$ cat config.mk
export PLATFORM = sky130hd
export DESIGN_NAME = sseg_capture
export DESIGN_NICKNAME = d
export VERILOG_FILES = /design/src/rtl/sseg_pkg.sv /design/src/rtl/sseg_decode.sv /design/src/rtl/sseg_capture.sv
export SDC_FILE = /design/constraint.sdc
export NUM_CORES = 1
export LEC_CHECK = 0
export CAP_MARGIN = 15
export CORE_AREA = 10 10 109 87
export DETAILED_ROUTE_END_ITERATION = 7
export DIE_AREA = 0 0 119 97
export PLACE_DENSITY = 0.81
export REMOVE_ABC_BUFFERS = 1
export SLEW_MARGIN = 15
export SYNTH_ARGS = -nofsm -noshare
export SYNTH_HDL_FRONTEND = slang
export SYNTH_SLANG_ARGS = --single-unit
$ cat constraint.sdc
create_clock -name clk -period 3.8 [get_ports clk]
set_clock_uncertainty 0.05 [all_clocks]
set_input_delay 0.95 -clock clk [delete_from_list [all_inputs] [get_ports clk]]
set_output_delay 0.95 -clock clk [all_outputs]
set_load 0.02 [all_outputs]
$ cat src/rtl/sseg_pkg.sv
// rtl/sseg_pkg.sv - shared seven-segment constants, capture FSM states and anode helpers
// Patterns are active-low, bit6 = segment a ... bit0 = segment g.
package sseg_pkg;

   localparam logic [6:0] SEG_0     = 7'b0000001;
   localparam logic [6:0] SEG_1     = 7'b1001111;
   localparam logic [6:0] SEG_2     = 7'b0010010;
   localparam logic [6:0] SEG_3     = 7'b0000110;
   localparam logic [6:0] SEG_4     = 7'b1001100;
   localparam logic [6:0] SEG_5     = 7'b0100100;
   localparam logic [6:0] SEG_6     = 7'b0100000;
   localparam logic [6:0] SEG_7     = 7'b0001111;
   localparam logic [6:0] SEG_8     = 7'b0000000;
   localparam logic [6:0] SEG_9     = 7'b0000100;
   localparam logic [6:0] SEG_A     = 7'b0001000;
   localparam logic [6:0] SEG_B     = 7'b1100000;
   localparam logic [6:0] SEG_C     = 7'b0110001;
   localparam logic [6:0] SEG_D     = 7'b1000010;
   localparam logic [6:0] SEG_E     = 7'b0110000;
   localparam logic [6:0] SEG_F     = 7'b0111000;
   localparam logic [6:0] SEG_BLANK = 7'b1111111;

   localparam logic [1:0] DIG_0 = 2'd0;
   localparam logic [1:0] DIG_1 = 2'd1;
   localparam logic [1:0] DIG_2 = 2'd2;
   localparam logic [1:0] DIG_3 = 2'd3;

   typedef enum logic [1:0] {
      IDLE = 2'd0,
      QUAL = 2'd1,
      HOLD = 2'd2
   } cap_state_e;

   // Argument is the active-high anode vector (~a_s).
   function automatic logic onehot4(input logic [3:0] v);
      return (v != 4'b0000) && ((v & (v - 4'd1)) == 4'b0000);
   endfunction

   function automatic logic [1:0] onehot_idx(input logic [3:0] v);
      logic [1:0] idx;
      idx = DIG_0;
      if (v[1]) idx = DIG_1;
      if (v[2]) idx = DIG_2;
      if (v[3]) idx = DIG_3;
      return idx;
   endfunction

endpackage

$ cat src/rtl/sseg_decode.sv
// rtl/sseg_decode.sv - combinational segment-pattern to BCD nibble decoder
// Hex letters decode as legal only when SSEG_CAPTURE_HEX_EN is defined.
module sseg_decode
   import sseg_pkg::*;
(
   input  logic [6:0] seg_i,
   output logic [3:0] nibble_o,
   output logic       illegal_o
);

   always_comb begin
      nibble_o  = 4'hF;
      illegal_o = 1'b0;
      case (seg_i)
         SEG_0:   nibble_o = 4'h0;
         SEG_1:   nibble_o = 4'h1;
         SEG_2:   nibble_o = 4'h2;
         SEG_3:   nibble_o = 4'h3;
         SEG_4:   nibble_o = 4'h4;
         SEG_5:   nibble_o = 4'h5;
         SEG_6:   nibble_o = 4'h6;
         SEG_7:   nibble_o = 4'h7;
         SEG_8:   nibble_o = 4'h8;
         SEG_9:   nibble_o = 4'h9;
`ifdef SSEG_CAPTURE_HEX_EN
         SEG_A:   nibble_o = 4'hA;
         SEG_B:   nibble_o = 4'hB;
         SEG_C:   nibble_o = 4'hC;
         SEG_D:   nibble_o = 4'hD;
         SEG_E:   nibble_o = 4'hE;
         SEG_F:   nibble_o = 4'hF;
`else
`endif
         default: illegal_o = 1'b1;
      endcase
   end

endmodule

$ cat src/rtl/sseg_capture.sv
// rtl/sseg_capture.sv - seven-segment bus monitor: qualifies lit digits, rebuilds 16-bit BCD frames
// Optional hex-letter decode is controlled by SSEG_CAPTURE_HEX_EN inside sseg_decode.
module sseg_capture
   import sseg_pkg::*;
#(
   parameter int STABLE_CYC  = 4,
   parameter int SYNC_STAGES = 2,
   parameter int TO_W        = 12
) (
   input  logic        clk,
   input  logic        rst_n,
   input  logic [3:0]  sseg_a_i,
   input  logic [6:0]  sseg_c_i,
   output logic [15:0] bcd_o,
   output logic        frame_valid_o,
   output logic        digit_err_o,
   output logic        stale_o
);

   localparam int          AW         = 4 * SYNC_STAGES;
   localparam int          CW         = 7 * SYNC_STAGES;
   localparam logic [7:0]  STABLE_MAX = 8'(STABLE_CYC);
   localparam logic [TO_W-1:0] TO_MAX = {TO_W{1'b1}};

   logic [AW-1:0]     a_sync_q, a_sync_d;
   logic [CW-1:0]     c_sync_q, c_sync_d;
   cap_state_e        state_q, state_d;
   logic [1:0]        idx_q, idx_d;
   logic [6:0]        pat_q, pat_d;
   logic [7:0]        stable_cnt_q, stable_cnt_d;
   logic [15:0]       shadow_q, shadow_d;
   logic [3:0]        seen_mask_q, seen_mask_d;
   logic              err_acc_q, err_acc_d;
   logic [TO_W-1:0]   timeout_cnt_q, timeout_cnt_d;
   logic [15:0]       bcd_q, bcd_d;
   logic              frame_valid_q, frame_valid_d;
   logic              digit_err_q, digit_err_d;
   logic              stale_q, stale_d;

   logic [3:0] a_s;
   logic [6:0] c_s;
   logic       active;
   logic [1:0] idx_s;
   logic       same_pair;
   logic       start_pair;
   logic       capture;
   logic       complete;
   logic [3:0] dec_nibble;
   logic       dec_illegal;

   assign a_s    = a_sync_q[AW-1 -: 4];
   assign c_s    = c_sync_q[CW-1 -: 7];
   assign active = onehot4(~a_s) && (c_s != SEG_BLANK);
   assign idx_s  = onehot_idx(~a_s);

   sseg_decode u_decode (
      .seg_i     (c_s),
      .nibble_o  (dec_nibble),
      .illegal_o (dec_illegal)
   );

   always_comb begin
      if (SYNC_STAGES > 1) begin
         a_sync_d = {a_sync_q[AW-5:0], sseg_a_i};
         c_sync_d = {c_sync_q[CW-8:0], sseg_c_i};
      end else begin
         a_sync_d = sseg_a_i;
         c_sync_d = sseg_c_i;
      end
   end

   always_comb begin
      state_d      = state_q;
      idx_d        = idx_q;
      pat_d        = pat_q;
      stable_cnt_d = stable_cnt_q;
      shadow_d     = shadow_q;
      start_pair   = 1'b0;
      capture      = 1'b0;
      same_pair    = active && (idx_s == idx_q) && (c_s == pat_q);
      complete     = (seen_mask_q == 4'b1111);

      case (state_q)
         IDLE: begin
            if (active) start_pair = 1'b1;
         end
         QUAL: begin
            if (!active) begin
               state_d = IDLE;
            end else if (same_pair) begin
               stable_cnt_d = stable_cnt_q + 8'd1;
               if (stable_cnt_d == STABLE_MAX) begin
                  capture = 1'b1;
                  state_d = HOLD;
               end
            end else begin
               start_pair = 1'b1;
            end
         end
         HOLD: begin
            if (!same_pair) state_d = IDLE;
         end
         default: state_d = IDLE;
      endcase

      // A fresh pair with STABLE_CYC of 1 is already qualified on its first cycle.
      if (start_pair) begin
         idx_d        = idx_s;
         pat_d        = c_s;
         stable_cnt_d = 8'd1;
         if (STABLE_MAX == 8'd1) begin
            capture = 1'b1;
            state_d = HOLD;
         end else begin
            state_d = QUAL;
         end
      end

      if (capture) shadow_d[{idx_s, 2'b00} +: 4] = dec_nibble;

      seen_mask_d = (complete ? 4'b0000 : seen_mask_q) | (capture ? (4'b0001 << idx_s) : 4'b0000);
      err_acc_d   = (complete ? 1'b0 : err_acc_q) | (capture & dec_illegal);

      if (complete)
         timeout_cnt_d = '0;
      else if (timeout_cnt_q == TO_MAX)
         timeout_cnt_d = timeout_cnt_q;
      else
         timeout_cnt_d = timeout_cnt_q + 1'b1;

      bcd_d         = complete ? shadow_q : bcd_q;
      digit_err_d   = complete ? err_acc_q : digit_err_q;
      frame_valid_d = complete;
      stale_d       = (timeout_cnt_d == TO_MAX);
   end

   always_ff @(posedge clk or negedge rst_n) begin
      if (!rst_n) begin
         a_sync_q      <= '1;
         c_sync_q      <= '1;
         state_q       <= IDLE;
         idx_q         <= DIG_0;
         pat_q         <= SEG_BLANK;
         stable_cnt_q  <= 8'd0;
         shadow_q      <= 16'h0000;
         seen_mask_q   <= 4'b0000;
         err_acc_q     <= 1'b0;
         timeout_cnt_q <= '0;
         bcd_q         <= 16'h0000;
         frame_valid_q <= 1'b0;
         digit_err_q   <= 1'b0;
         stale_q       <= 1'b0;
      end else begin
         a_sync_q      <= a_sync_d;
         c_sync_q      <= c_sync_d;
         state_q       <= state_d;
         idx_q         <= idx_d;
         pat_q         <= pat_d;
         stable_cnt_q  <= stable_cnt_d;
         shadow_q      <= shadow_d;
         seen_mask_q   <= seen_mask_d;
         err_acc_q     <= err_acc_d;
         timeout_cnt_q <= timeout_cnt_d;
         bcd_q         <= bcd_d;
         frame_valid_q <= frame_valid_d;
         digit_err_q   <= digit_err_d;
         stale_q       <= stale_d;
      end
   end

   assign bcd_o         = bcd_q;
   assign frame_valid_o = frame_valid_q;
   assign digit_err_o   = digit_err_q;
   assign stale_o       = stale_q;

endmodule

==> results of run 1 <==
path summary, 6_finish.rpt:
check,slack [ns],end,startpoint,depth (start not counted)
max reg2reg,1.26,seen_mask_q[2]$_DFF_PN0_,a_sync_q[7]$_DFF_PN1_,5
min,0.31,a_sync_q[4]$_DFF_PN1_,a_sync_q[0]$_DFF_PN1_,0
max in group asynchronous,2.17,a_sync_q[4]$_DFF_PN1_,rst_n,2
max,1.26,seen_mask_q[2]$_DFF_PN0_,a_sync_q[7]$_DFF_PN1_,5
min in group asynchronous,0.67,timeout_cnt_q[6]$_DFF_PN0_,rst_n,1
min reg2reg,0.31,a_sync_q[4]$_DFF_PN1_,a_sync_q[0]$_DFF_PN1_,0
metal layers:
metal	share of wire (%)	vias up	wire length, um
met4	1.7	0	148
met2	45	70	3830
li1	-	1541	-
met3	4.7	13	402
met5	0	-	0
met1	49	1524	4140
layout make-up:
cell class | count | area share, %
sequential | 93 | 46.9
multi-input combinational | 286 | 39.0
timing repair buffer | 34 | 6.56
tap | 101 | 2.51
clock buffer | 9 | 2.46
inverter | 20 | 1.49
clock inverter | 7 | 1.09
stage by stage:
step | total power [W] | util [%] | hold WS (ns) | area, um^2
finish | 0.00185 | 69.7 | 0.309 | 5040
global route | 0.00195 | 69.7 | 0.312 | 5040
CTS | 0.00187 | 69.7 | 0.309 | 5040
detailed placement | 0.00126 | 67.2 | 0.297 | 4860
global placement | 0.00126 | 67.2 | 0.295 | 4860
floorplan | 0.00120 | - | 0.295 | 4400
cells in the mapped netlist, types with 4 or more instances:
cell	count
o31ai_1	5
and3_1	13
nand3_1	15
mux2i_1	13
nand4_1	16
xnor2_1	10
nor3_1	5
nand2_1	59
o22ai_1	4
a21o_1	4
ha_1	9
nor2b_1	4
dfstp_2	29
a31oi_1	4
a21oi_1	13
nor2_1	11
nor3_4	4
mux2_2	8
clkbuf_1	12
mux2_4	4
dfrtp_1	64
a211oi_1	4
o21ai_0	23
buf_2	5
and2_1	8
inv_1	20
critical path, cell delays in order, from the launching register on:
cell and delay, ns:
dfstp_2 0.68, xnor2_1 0.10, a211o_1 0.34, a21oi_1 0.81
nand3_1 0.28, o21ai_0 0.21
logic make-up (layout without fill, tap and decap cells):
| family | after synthesis | count (layout) | share of synthesized area (%) |
|---|---|---|---|
| multiplexers | 25 | 25 | 6.21 |
| AO/OA/AOI/OAI | 80 | 80 | 12.5 |
| buffers and inverters | 42 | 70 | 4.16 |
| adder cells (fa/ha/maj) | 9 | 9 | 2.50 |
| XOR/XNOR | 13 | 13 | 2.52 |
| AND/OR/NAND/NOR | 159 | 159 | 19.7 |
| flip-flops | 93 | 93 | 52.4 |
where the power goes:
group	internal, W	leakage, nW	switching [W]
clock network	0.000246	0.0870	0.000362
logic	0.0000746	0.905	0.0000908
registers	0.00104	1.17	0.0000346
sequential cells by signal, indices dropped and copies added (netlist names):
signal,count
a_sync_q,8
digit_err_o,1
idx_q,2
frame_valid_o,1
seen_mask_q,4
err_acc_q,1
shadow_q,16
bcd_o,16
state_q,2
timeout_cnt_q,12
pat_q,7
stable_cnt_q,8
stale_o,1
c_sync_q,14
==> results.toml, run 1 <==
[floorplan]
rows = 27
start_util_pct = 62.4
die_h_um = 97
io_pins = 32
core_um2 = 7230
die-area_um2 = 11500
die_w_um = 119

[layout]
nFillCells = 563
num_antenna_cells = 0
seqCellArea_um2 = 2360
synthToLayoutAreaGrowth_pct = 11.6
final_cell_mix = "64 x dfrtp_1, 59 x nand2_1, 30 x clkdlybuf4s50_1"
mostFrequentLayoutCell = "dfrtp_1"
fin_nets = 466
stdcell_count = 550
drive_above_1_share_pct = 16.9
multi_input_area_um2 = 1960

[global_route]
grt.overflow.total = 0
use_met2_pct = 21.6
grt_max_degree = 80
antenna_found_initial = 0
use_met1_pct = 21.3
grt_usage_pct = 15.2
met3_usage_pct = 4.81
gr-max-usage-layer = "met2"
grt_pass1_vias = 3049
grt_pass1_wl_um = 14900

[sta]
rsz0062_at_grt = "false"
relSlewSlack_pct = 33.3
final_hold_viol_count = 0
fin_crit_sh_pct = 67.0
tightest_slew_ns = 1.00
setup_tns_ns = 0
layout_min_cycle_time_ns = 2.54
fin_ws_ns = 1.26
max_clock_freq_mhz = 393
setup_viol = 0
drv_slew = 0

[drt]
ant_nets = 0
wire_per_inst_um = 15.5
dr.pass1.iters = 4
initialDrtViolationCount = 203
wl_um = 8520
drc = 0
viasPerCell = 5.72
vias = 3148

[logic_synthesis]
yosys.area.top_type = "dfrtp_1"
yosys_warnings = 0
synthCells = 421
synth_ff_type = "dfrtp_1"
synth_top_area_share_pct = 35.5
ys_ff_latch = 93
synthTopCellsByArea = "dfrtp_1 35%, dfstp_2 17%, nand2_1 4.9%"
ys_seq_area_share_pct = 52.4
avgSynthCellArea_um2 = 10.7
yosysUniqueCellTypes = 62
synth_edf_count = 0
synth_area_um2 = 4510
asyncSetResetFlopFracSynth_pct = 100

[clock_tree]
clk_path_buf_depth = 2
numCtsBuffers = 9
post-cts-setup-buffers = 0
root_buffer = "clkbuf_8"
cts_resized = 0
clk_latency_ns = 0.36
htreeDepth = 3
postCtsHoldBufs = 0
cts_tree = "done"
cts.clk_slew.worst_paths_ns = 0.09
cts.sinks = 93

[pwr]
power.leakage_nw = 2.17
power_density_nw_per_um2 = 368
max-vdd-ir-drop_mv = 0.256

[placed_design]
preCtsSetupSlack_ns = 1.29
dp_hpwl_um = 6090
placedCellCount = 534
gp_congestion = 0.846
io_buffers = 31

[setup_path]
critPathMaxFanout = 14
start_kind = "flip-flop"
path_class = "flip-flop to flip-flop"
crit_path_end_kind = "flip-flop"
crit_required_ns = 4.03
worstPathArrival_ns = 2.78

[run]
drv_cap = 0

[worst_hold_path]
hold_class = "flip-flop to flip-flop"

[run_status]
outcome = "completed"
Power figures use the tool's default switching activity.
==> inputs of run 2 (changes only) <==
--- a/config.mk
+++ b/config.mk
@@ -6,10 +6,10 @@
 export NUM_CORES = 1
 export LEC_CHECK = 0
 export CAP_MARGIN = 15
-export CORE_AREA = 10 10 109 87
+export CORE_AREA = 10 10 118 93
 export DETAILED_ROUTE_END_ITERATION = 7
-export DIE_AREA = 0 0 119 97
-export PLACE_DENSITY = 0.81
+export DIE_AREA = 0 0 128 103
+export PLACE_DENSITY = 0.73
 export REMOVE_ABC_BUFFERS = 1
 export SLEW_MARGIN = 15
 export SYNTH_ARGS = -nofsm -noshare
==> constraint.sdc (replaced) <==
create_clock -name clk -period 2.07 [get_ports clk]
set_clock_uncertainty 0.05 [all_clocks]
set_input_delay 0.5175 -clock clk [delete_from_list [all_inputs] [get_ports clk]]
set_output_delay 0.5175 -clock clk [all_outputs]
set_load 0.02 [all_outputs]
==> results.toml, run 2 (synthesized netlist as in run 1, its figures left out) <==
[setup_path]
cp_num_buf_inv = 0
crit_path_end_kind = "flip-flop"
crit_required_ns = 2.25
cpMaxStageDelayCell = "dfstp_2"
path_cells = "nand2b_4, a21bo_4, a2111o_4, nor3_4, mux2_4"
worstPathArrival_ns = 2.37
cp_top_family = "compound AO/OA/AOI/OAI gates"
critPathMaxFanout = 6
slowest_delay_ns = 0.61
path_class = "flip-flop to flip-flop"
start_kind = "flip-flop"

[floorplan]
die_h_um = 103
core_um2 = 8780
die_w_um = 128
io_pins = 32
die-area_um2 = 13200
start_util_pct = 51.4
rows = 30

[global_route]
grt_pass1_wl_um = 16100
grt_usage_pct = 14.9
antenna_found_initial = 0
grt.overflow.total = 0
grt_pass1_vias = 3493
grt_max_degree = 44

[sta]
layout_min_cycle_time_ns = 2.19
rsz0062_at_grt = "true"
final_hold_viol_count = 0
max_clock_freq_mhz = 457
setup_tns_ns = -1.45
relSlewSlack_pct = 57.0
tightest_slew_ns = 0.640
fin_ws_ns = -0.120
drv_slew = 0
setup_viol = 24
fin_crit_sh_pct = 106

[run_status]
outcome = "complete, but fails checks"
violations = "negative setup slack"

[clock_tree]
numCtsBuffers = 9
htreeDepth = 3
cts.sinks = 93
clk_path_buf_depth = 2
clk_latency_ns = 0.34
root_buffer = "clkbuf_16"
cts_tree = "done"
cts.clk_slew.worst_paths_ns = 0.07

[drt]
viasPerCell = 5.51
initialDrtViolationCount = 172
wire_per_inst_um = 15.1
ant_nets = 0
vias = 3371
drc = 0
dr.pass1.iters = 4
wl_um = 9220

[worst_hold_path]
hold_class = "input pin to async pin"

[layout]
fin_nets = 517
num_antenna_cells = 0
mostFrequentLayoutCell = "dfrtp_1"
stdcell_count = 612
nFillCells = 713
drive_above_1_share_pct = 27.6
synthToLayoutAreaGrowth_pct = 26.3
final_cell_mix = "64 x dfrtp_1, 59 x nand2_1, 46 x buf_4"

[pwr]
power_density_nw_per_um2 = 722
max-vdd-ir-drop_mv = 0.721
power.leakage_nw = 2.51
finalPower_w = 0.00412

[placed_design]
dp_hpwl_um = 6730
io_buffers = 31
placedCellCount = 592
preCtsSetupSlack_ns = -0.128
gp_congestion = 0.883

[run]
drv_cap = 0
## run 2: final timing paths
| kind | from | endpoint | slack [ns] | depth (start not counted) |
|---|---|---|---|---|
| worst min register to register | c_sync_q[0]$_DFF_PN1_ | c_sync_q[7]$_DFF_PN1_ | 0.30 | 0 |
| worst min-delay path | rst_n | timeout_cnt_q[8]$_DFF_PN0_ | 0.01 | 1 |
| min in group clk | c_sync_q[0]$_DFF_PN1_ | c_sync_q[7]$_DFF_PN1_ | 0.30 | 0 |
| max in group asynchronous | rst_n | shadow_q[2]$_DFFE_PN0P_ | 1.27 | 2 |
| worst max-delay path | a_sync_q[6]$_DFF_PN1_ | shadow_q[11]$_DFFE_PN0P_ | -0.12 | 5 |
| worst max register to register | a_sync_q[6]$_DFF_PN1_ | shadow_q[11]$_DFFE_PN0P_ | -0.12 | 5 |
## run 2: layout make-up
cell class / instances / area (um^2) / share of cell area [%]
Multi-Input combinational cell: 286 / 2020 / 35.5
Clock buffer: 9 / 225 / 3.95
Inverter: 20 / 75.1 / 1.32
Sequential cell: 93 / 2360 / 41.5
Timing Repair Buffer: 85 / 773 / 13.6
Clock inverter: 7 / 98.8 / 1.73
Tap cell: 112 / 140 / 2.46
## run 2: per-stage QoR
step           hold WS, ns  instance area [um^2]  util (%)
6_report            0.0114                  5700      64.9
5_1_grt             0.0173                  5700      64.9
4_1_cts            0.00776                  5640      64.2
3_5_place_dp         0.297                  5250      59.8
3_3_place_gp         0.296                  5250      59.8
2_1_floorplan        0.172                  4400         -
## run 2: power by group
group	switching, W	internal, W
clock network	0.000677	0.00106
logic	0.000200	0.000208
registers	0.0000494	0.00192
total	0.000926	0.00319
## run 2: repair_timing
action / CTS / global route
endpoints found under the hold margin: 0 / 0
hold buffers: 0 / 0
gates resized for setup: 9 / 16
buffers inserted: 4 / 0
pin swaps: 3 / 2
setup endpoints to repair: 23 / 36
## run 2: layer usage
| metal | vias to the layer above | GRT usage (%) | share of wire [%] |
|---|---|---|---|
| li1 | 1642 | - | - |
| met1 | 1647 | 18.1 | 45 |
| met2 | 71 | 24.9 | 49 |
| met3 | 11 | 4.21 | 4.9 |
| met4 | 0 | 5.18 | 1.3 |
| met5 | - | 0 | 0 |
==> inputs of run 3 (changes only) <==
--- a/config.mk
+++ b/config.mk
@@ -15,3 +15,4 @@
 export SYNTH_ARGS = -nofsm -noshare
 export SYNTH_HDL_FRONTEND = slang
 export SYNTH_SLANG_ARGS = --single-unit
+export TNS_END_PERCENT = 30
==> results.toml, run 3 (synthesized netlist as in run 1, its figures left out) <==
[layout]
fin_nets = 516
fin_util_pct = 64.6
multi_input_area_um2 = 2020
seqCellArea_um2 = 2360
stdcell_count = 611
drive_above_1_share_pct = 27.3
mostFrequentLayoutCell = "dfrtp_1"
num_antenna_cells = 0
final_cell_mix = "64 x dfrtp_1, 59 x nand2_1, 47 x buf_4"
synthToLayoutAreaGrowth_pct = 25.7
nFillCells = 718

[setup_path]
path_class = "flip-flop to flip-flop"
crit_cells = 5
critPathMaxFanout = 6
crit_required_ns = 2.25
cp_num_buf_inv = 0
path_cells = "nand2b_4, a21bo_4, a2111o_4, nor3_4, mux2_4"
slowest_delay_ns = 0.60
worstPathArrival_ns = 2.36
cpMaxStageDelayCell = "dfstp_2"
worstRegToRegCells = 5
start_kind = "flip-flop"
cp_top_family = "compound AO/OA/AOI/OAI gates"
crit_path_end_kind = "flip-flop"
r2r_setup_slack_ns = -0.11

[clock_tree]
cts.sinks = 93
cts.clk_slew.worst_paths_ns = 0.07
root_buffer = "clkbuf_16"
htreeDepth = 3
clk_path_buf_depth = 2
numCtsBuffers = 9
cts_tree = "done"
clk_latency_ns = 0.34

[sta]
fin_crit_sh_pct = 105
max_clock_freq_mhz = 459
final_hold_viol_count = 0
hold_slack_ns = 0.00808
layout_min_cycle_time_ns = 2.18
fin_ws_ns = -0.107
setup_viol = 17
relSlewSlack_pct = 57.3
setup_tns_ns = -0.995
rsz0062_at_grt = "true"
drv_slew = 0
tightest_slew_ns = 0.636

[pwr]
switching_share_pct = 22.6
p_sw_w = 0.000931
power.leakage_nw = 2.50
combPwrFrac_pct = 9.7
power_density_nw_per_um2 = 726
finalPower_w = 0.00411
p_int_w = 0.00318
power_frac_seq_pct = 47.8
max-vdd-ir-drop_mv = 0.719
clkPwrFrac_pct = 42.4

[global_route]
use_met2_pct = 24.7
grt_max_degree = 44
met3_usage_pct = 4.21
grt_pass1_wl_um = 16000
gr-max-usage-layer = "met2"
grt.overflow.total = 0
use_met1_pct = 18.0
grt_pass1_vias = 3486
antenna_found_initial = 0
grt_usage_pct = 14.8

[floorplan]
rows = 30
die-area_um2 = 13200
core_um2 = 8780
io_pins = 32
start_util_pct = 51.4
die_w_um = 128
die_h_um = 103

[run_status]
violations = "negative setup slack"
outcome = "complete, but fails checks"

[drt]
dr.pass1.iters = 4
initialDrtViolationCount = 185
ant_nets = 0
wl_um = 9250
viasPerCell = 5.52
vias = 3375
drc = 0
wire_per_inst_um = 15.1

[worst_hold_path]
hold_class = "input pin to async pin"

[placed_design]
dp_hpwl_um = 6730
placedCellCount = 592
gp_congestion = 0.883
io_buffers = 31

[run]
drv_cap = 0
==> run 3: cell count changes in the layout (fill, tap and decap cells not counted) <==
cell | before | now
buf_4 | 46 | 47
buf_6 | 6 | 5
buf_12 | 3 | 2
o21ai_2 | 2 | 0
o21ai_0 | 16 | 17
nand3_1 | 14 | 13
nand3_2 | 1 | 2
o21ai_1 | 7 | 8
==> run 3: what timing repair did <==
item | CTS | global route
pin swaps | 2 | 3
setup endpoints to repair | 23 | 36
hold buffers | 0 | 0
buffers inserted | 3 | 0
resized for setup | 9 | 13
==> run 3: path summary, 6_finish.rpt <==
kind	start	endpoint
max in group asynchronous	rst_n	idx_q[0]$_DFFE_PN0P_
min in group clk	c_sync_q[0]$_DFF_PN1_	c_sync_q[7]$_DFF_PN1_
worst max register to register	a_sync_q[6]$_DFF_PN1_	shadow_q[11]$_DFFE_PN0P_
worst max-delay path	a_sync_q[6]$_DFF_PN1_	shadow_q[11]$_DFFE_PN0P_
worst min-delay path	rst_n	timeout_cnt_q[8]$_DFF_PN0_
worst min register to register	c_sync_q[0]$_DFF_PN1_	c_sync_q[7]$_DFF_PN1_
==> run 3: per-stage QoR <==
step           setup slack (ns)  instance area [um^2]
2_1_floorplan            -0.214                  4400
3_3_place_gp            -0.0539                  5250
3_5_place_dp             -0.128                  5250
4_1_cts                 -0.0994                  5620
5_1_grt                  -0.172                  5670
6_report                 -0.107                  5670
==> run 3: worst reg2reg max path: stages (launching register included) <==
cell	delay, ns
dfstp_2	0.60
nand2b_4	0.09
a21bo_4	0.22
a2111o_4	0.55
nor3_4	0.25
mux2_4	0.32
==> run 3: area by class of cell <==
type / count / share of cell area [%]
sequential: 93 / 41.7
multi-input combinational: 286 / 35.6
timing repair buffer: 84 / 13.2
clock buffer: 9 / 3.97
tap: 112 / 2.47
clock inverter: 7 / 1.74
inverter: 20 / 1.32
==> run 3: routing by layer <==
layer  vias to the layer above  share of wire (%)
li1                       1642                  -
met1                      1657                 45
met4                         0                1.7
met2                        65                 48
met5                         -                  0
met3                        11                4.9
==> run 3: power groups by stage <==
stage	Combinational, W	Sequential, W	Clock, W
after floorplan	0.000203	0.00200	0
after detailed placement	0.000393	0.00200	0
final	0.000401	0.00197	0.00175
after CTS	0.000399	0.00197	0.00180
after global routing	0.000446	0.00198	0.00186
after global placement	0.000376	0.00200	0
